<file path="src/rtl/light_pwm_driver_pkg.sv">
// Shared types and constants for the lamp PWM driver.
// Holds the FSM encoding, level widths and the one-step ramp helper.
package light_pwm_driver_pkg;

  localparam int unsigned LEVEL_W   = 4;
  localparam int unsigned LEVEL_MAX = 15;
  localparam int unsigned PWM_STEPS = 15;

  typedef enum logic [1:0] {
    ST_OFF  = 2'd0,
    ST_IDLE = 2'd1,
    ST_RAMP = 2'd2
  } state_t;

  function automatic logic [LEVEL_W-1:0] step_toward(
    input logic [LEVEL_W-1:0] cur,
    input logic [LEVEL_W-1:0] tgt
  );
    logic [LEVEL_W-1:0] r;
    r = cur;
    if (cur < tgt)
      r = cur + 1'b1;
    else if (cur > tgt)
      r = cur - 1'b1;
    return r;
  endfunction

endpackage

</file>
<file path="src/rtl/light_pwm_timebase.sv">
// PWM timebase: prescaler tick plus 0..14 period counter.
// boundary marks the tick on which the period counter wraps.
module light_pwm_timebase
  import light_pwm_driver_pkg::*;
#(
  parameter int unsigned PRESCALE = 4
) (
  input  logic               clk,
  input  logic               rst_n,
  output logic               tick,
  output logic [LEVEL_W-1:0] period_cnt,
  output logic               boundary
);

  localparam logic [7:0] PRE_LAST = 8'(PRESCALE - 1);
  localparam logic [LEVEL_W-1:0] PER_LAST =
    LEVEL_W'(PWM_STEPS - 1);

  logic [7:0] pre_cnt;

  assign tick     = (pre_cnt == PRE_LAST);
  assign boundary = tick && (period_cnt == PER_LAST);

  always_ff @(posedge clk or negedge rst_n) begin
    if (!rst_n) begin
      pre_cnt    <= '0;
      period_cnt <= '0;
    end else begin
      pre_cnt <= tick ? 8'd0 : pre_cnt + 8'd1;
      if (tick)
        period_cnt <= (period_cnt == PER_LAST) ?
                      '0 : period_cnt + 1'b1;
    end
  end

endmodule

</file>
<file path="src/rtl/light_pwm_driver.sv">
// Lamp PWM driver: level handshake, ramp FSM and registered PWM.
// Level changes land only on period boundaries to avoid runt pulses.
module light_pwm_driver
  import light_pwm_driver_pkg::*;
#(
  parameter int unsigned PRESCALE     = 4,
  parameter int unsigned RAMP_PERIODS = 2
) (
  input  logic               clk,
  input  logic               rst_n,
  input  logic               enable,
  input  logic [LEVEL_W-1:0] level_in,
  input  logic               level_valid,
  output logic               level_ready,
  output logic               pwm_out,
  output logic [LEVEL_W-1:0] cur_level,
  output logic               busy
);

  localparam logic [7:0] RAMP_LAST = 8'(RAMP_PERIODS - 1);

  state_t             state, state_nxt;
  logic [LEVEL_W-1:0] target, target_nxt;
  logic [LEVEL_W-1:0] cur_nxt;
  logic [7:0]         ramp_cnt, ramp_cnt_nxt;
  logic               accept;
  logic               tick;
  logic               boundary;
  logic [LEVEL_W-1:0] period_cnt;

  light_pwm_timebase #(
    .PRESCALE (PRESCALE)
  ) u_timebase (
    .clk        (clk),
    .rst_n      (rst_n),
    .tick       (tick),
    .period_cnt (period_cnt),
    .boundary   (boundary)
  );

  // rst_n gates ready so it reads 0 for the whole reset window
  assign level_ready = rst_n &&
    (state == ST_OFF || state == ST_IDLE);
  assign busy   = (state == ST_RAMP);
  assign accept = level_valid && level_ready;

  always_comb begin
    target_nxt   = accept ? level_in : target;
    state_nxt    = state;
    cur_nxt      = cur_level;
    ramp_cnt_nxt = '0;
    if (!enable) begin
      state_nxt = ST_OFF;
      cur_nxt   = '0;
    end else begin
      case (state)
        ST_OFF: begin
          cur_nxt   = '0;
          state_nxt = (target_nxt != '0) ? ST_RAMP : ST_IDLE;
        end
        ST_IDLE: begin
          if (accept && level_in != cur_level)
            state_nxt = ST_RAMP;
        end
        ST_RAMP: begin
          ramp_cnt_nxt = ramp_cnt;
          if (boundary) begin
            if (ramp_cnt == RAMP_LAST) begin
              ramp_cnt_nxt = '0;
              cur_nxt = step_toward(cur_level, target);
              if (cur_nxt == target)
                state_nxt = ST_IDLE;
            end else begin
              ramp_cnt_nxt = ramp_cnt + 8'd1;
            end
          end
        end
        default: begin
          state_nxt = ST_OFF;
          cur_nxt   = '0;
        end
      endcase
    end
  end

  always_ff @(posedge clk or negedge rst_n) begin
    if (!rst_n) begin
      state     <= ST_OFF;
      target    <= '0;
      cur_level <= '0;
      ramp_cnt  <= '0;
      pwm_out   <= 1'b0;
    end else begin
      state     <= state_nxt;
      target    <= target_nxt;
      cur_level <= cur_nxt;
      ramp_cnt  <= ramp_cnt_nxt;
      pwm_out   <= enable && (period_cnt < cur_level);
    end
  end

endmodule

</file>
<file path="config.mk">
export PLATFORM = sky130hd
export DESIGN_NAME = light_pwm_driver
export DESIGN_NICKNAME = d
export VERILOG_FILES = /design/src/rtl/light_pwm_driver_pkg.sv /design/src/rtl/light_pwm_timebase.sv /design/src/rtl/light_pwm_driver.sv
export SDC_FILE = /design/constraint.sdc
export NUM_CORES = 1
export LEC_CHECK = 0
export ABC_AREA = 1
export CAP_MARGIN = 20
export CORE_AREA = 3 3 70 72
export DETAILED_ROUTE_END_ITERATION = 10
export DIE_AREA = 0 0 73 75
export GPL_TIMING_DRIVEN = 0
export PLACE_DENSITY = 0.59
export SYNTH_ARGS = -nofsm -noshare
export SYNTH_HDL_FRONTEND = slang
export SYNTH_SLANG_ARGS = --single-unit
</file>
<file path="constraint.sdc">
create_clock -name clk -period 2.7 [get_ports clk]
set_input_delay 0.405 -clock clk [delete_from_list [all_inputs] [get_ports clk]]
set_output_delay 0.405 -clock clk [all_outputs]
set_load 0.02 [all_outputs]
</file>
==> impl_metrics.env <==
export IMPL_crit_buf_inv=2
export IMPL_antenna_found_initial=0
export IMPL_post_cts_setup_buffers=0
export IMPL_drt_iter0_drc=92
export IMPL_synth_cell_types=29
export IMPL_layout_nets=299
export IMPL_hold_class="input port to async pin"
export IMPL_status="finished, final reports clean"
export IMPL_clk_pin_slew_ns=0.07
export IMPL_critPathMaxStageDelay_ns=0.48
export IMPL_cts_path_max_buffers=2
export IMPL_setup_violations=0
export IMPL_gp_congestion=0.822
export IMPL_drt_antenna_violating_nets=0
export IMPL_leakagePower_nw=1.12
export IMPL_maxCapViolCount=0
export IMPL_numCtsBuffers=5
export IMPL_timing_hold_violations_final=0
export IMPL_via_per_inst=5.08
export IMPL_wire_per_inst_um=12.4
export IMPL_via_count=1687
export IMPL_tns_ns=0
export IMPL_dpl_cell_count=324
export IMPL_fillers=450
export IMPL_grt_pass1_vias=1578
export IMPL_wl_um=4110
export IMPL_yosysSeqAreaShare=0.400
export IMPL_rsz0062_at_grt="false"
export IMPL_start_kind="flip-flop"
export IMPL_finalPower_w=0.00180
export IMPL_synth_area_mm2=0.00194
export IMPL_grt_max_degree=34
export IMPL_critPathTopFamily="simple AND/OR/NAND/NOR gates"
export IMPL_post_route_period_util=0.865
export IMPL_drc=0
export IMPL_yosysWarnings=0
export IMPL_synthTopCellsByArea="dfrtp_1, nand2_1, inv_1"
export IMPL_synth_nets=278
export IMPL_crit_path_end_kind="flip-flop"
export IMPL_coreArea_mm2=0.00435
export IMPL_die_h_um=75
export IMPL_critPathArrivalTime_ns=2.52
export IMPL_cts_root_buf="clkbuf_8"
export IMPL_antenna_diode_count=0
export IMPL_first_pass_iters=4
export IMPL_layout_cells_most_common_list="nand2_1, inv_1, dfrtp_1"
export IMPL_track_usage=0.172
export IMPL_drv_slew=0
export IMPL_num_rows=24
export IMPL_instances_no_fill=332
export IMPL_io_buffers=14
export IMPL_path_common_cell="nand2_1"
export IMPL_ctsHoldBuffers=0
export IMPL_synth_area_per_cell_um2=7.52
export IMPL_gr_total_overflow=0
export IMPL_ios=15
export IMPL_area_growth_pct=14.5
export IMPL_clock_fmax_mhz=428
export IMPL_grt_first_pass_wirelength_um=7220
export IMPL_start_util=0.445
export IMPL_peakVddDrop_mv=0.296
export IMPL_finalClockSkew_ns=0.00778
export IMPL_synth_seq_cells=31
export IMPL_fin_crit_ns=2.34
export IMPL_layout_commonest_cell="nand2_1"
export IMPL_fp_dieW_um=73
export IMPL_crit_chain="inv_1, ha_1, inv_1, nand2_1, nand2_1, nand2_1, nand2_1, nand2_1, nand3_1, nand2_1, nand2_1, nand2_1, nor2_1, nand2_1, nand2_1, nand2_1, nand2_1, nand2_1"
export IMPL_clk_latency_ns=0.29
export IMPL_tightest_slew_ns=0.738
export IMPL_drive_gt1_frac=0.0714
export IMPL_p_per_area_mw_per_mm2=810
export IMPL_postCtsResizedCells=0
export IMPL_worst_path_max_delay_cell="dfrtp_1"
export IMPL_worstPathMaxFanout=7
export IMPL_cts_tree="done"
export IMPL_dpl_hpwl_um=3070
export IMPL_design_die_area_mm2=0.00548
export IMPL_htreeDepth=2
export IMPL_crit_required_ns=2.88
export IMPL_crit_type="flip-flop to flip-flop"
export IMPL_netlist_area_leader_share=0.400
export IMPL_cts_sinks=31
export IMPL_yosys_area_top_type="dfrtp_1"
export IMPL_relSlewSlack=0.508
export IMPL_synthCells=258
-- synth_stat cells, drive strengths merged --
cell,n
a21boi,2
o21ai,15
nor4,2
a2111oi,1
nand3,29
a21oi,11
o211a,1
ha,12
o31ai,2
nand3b,1
nor2,22
o22ai,1
nand4,4
nor2b,1
nor3,11
xor2,5
dfrtp,31
inv,48
nand2,59
-- stage by stage --
step / cell area [µm²] / hold slack (ns) / util / setup WS [ns]
after floorplan: 1940 / 0.109 / - / 0.690
after global placement: 2140 / 0.477 / 0.493 / -0.692
after detailed placement: 2140 / 0.489 / 0.491 / 0.294
after CTS: 2220 / 0.216 / 0.510 / 0.385
after global routing: 2220 / 0.238 / 0.510 / 0.130
final: 2220 / 0.176 / 0.510 / 0.364
-- sequential cells by signal, indices dropped and copies added (netlist names) --
| register | cells |
|---|---|
| state | 2 |
| ramp_cnt | 8 |
| cur_level | 4 |
| u_timebase.pre_cnt | 8 |
| u_timebase.period_cnt | 4 |
| target | 4 |
| pwm_out | 1 |
-- worst paths after layout --
kind / from / endpoint / slack, ns / cells past startpoint
min in group clk: u_timebase.pre_cnt[0] / u_timebase.pre_cnt[0] / 0.50 / 1
setup reg to reg: cur_level[0] / state[1] / 0.36 / 18
hold reg to reg: u_timebase.pre_cnt[0] / u_timebase.pre_cnt[0] / 0.50 / 1
setup / recovery: cur_level[0] / state[1] / 0.36 / 18
hold / removal: rst_n / cur_level[3] / 0.18 / 1
max in group asynchronous: rst_n / u_timebase.pre_cnt[4] / 2.04 / 1
-- power by group --
group / leakage (nW) / switching [W] / internal, W
Combinational: 0.668 / 0.000539 / 0.000299
Clock: 0.0422 / 0.000180 / 0.000181
Sequential: 0.409 / 0.0000771 / 0.000524
-- logic make-up (layout without fill, tap and decap cells) --
logic type | after synthesis | count (layout) | synth area share
fa+ha+maj | 12 | 12 | 0.0774
simple gates | 129 | 129 | 0.302
flops | 31 | 31 | 0.400
compound gates | 33 | 33 | 0.105
buf+inv | 48 | 70 | 0.0929
xor+xnor | 5 | 5 | 0.0226
-- final cells by class --
type                    count  area [µm²]  area share
clock buffers               7        76.3      0.0344
clock inverters             1        5.00     0.00225
inverters                  48         180      0.0811
multi-input cells         179         983       0.443
flip-flops and latches     31         776       0.349
well taps                  52        65.1      0.0293
repair buffers             14         135      0.0608
-- routing by layer --
layer  part of all wire  routed length, µm  vias up  GRT usage
li1                   -                  -      877          -
met1               0.50               2040      779      0.236
met2               0.45               1860       24      0.272
met3              0.035                144        7     0.0334
met4              0.017                 70        0     0.0615
met5                  0                  0        -          0
Power figures use the tool's default switching activity.
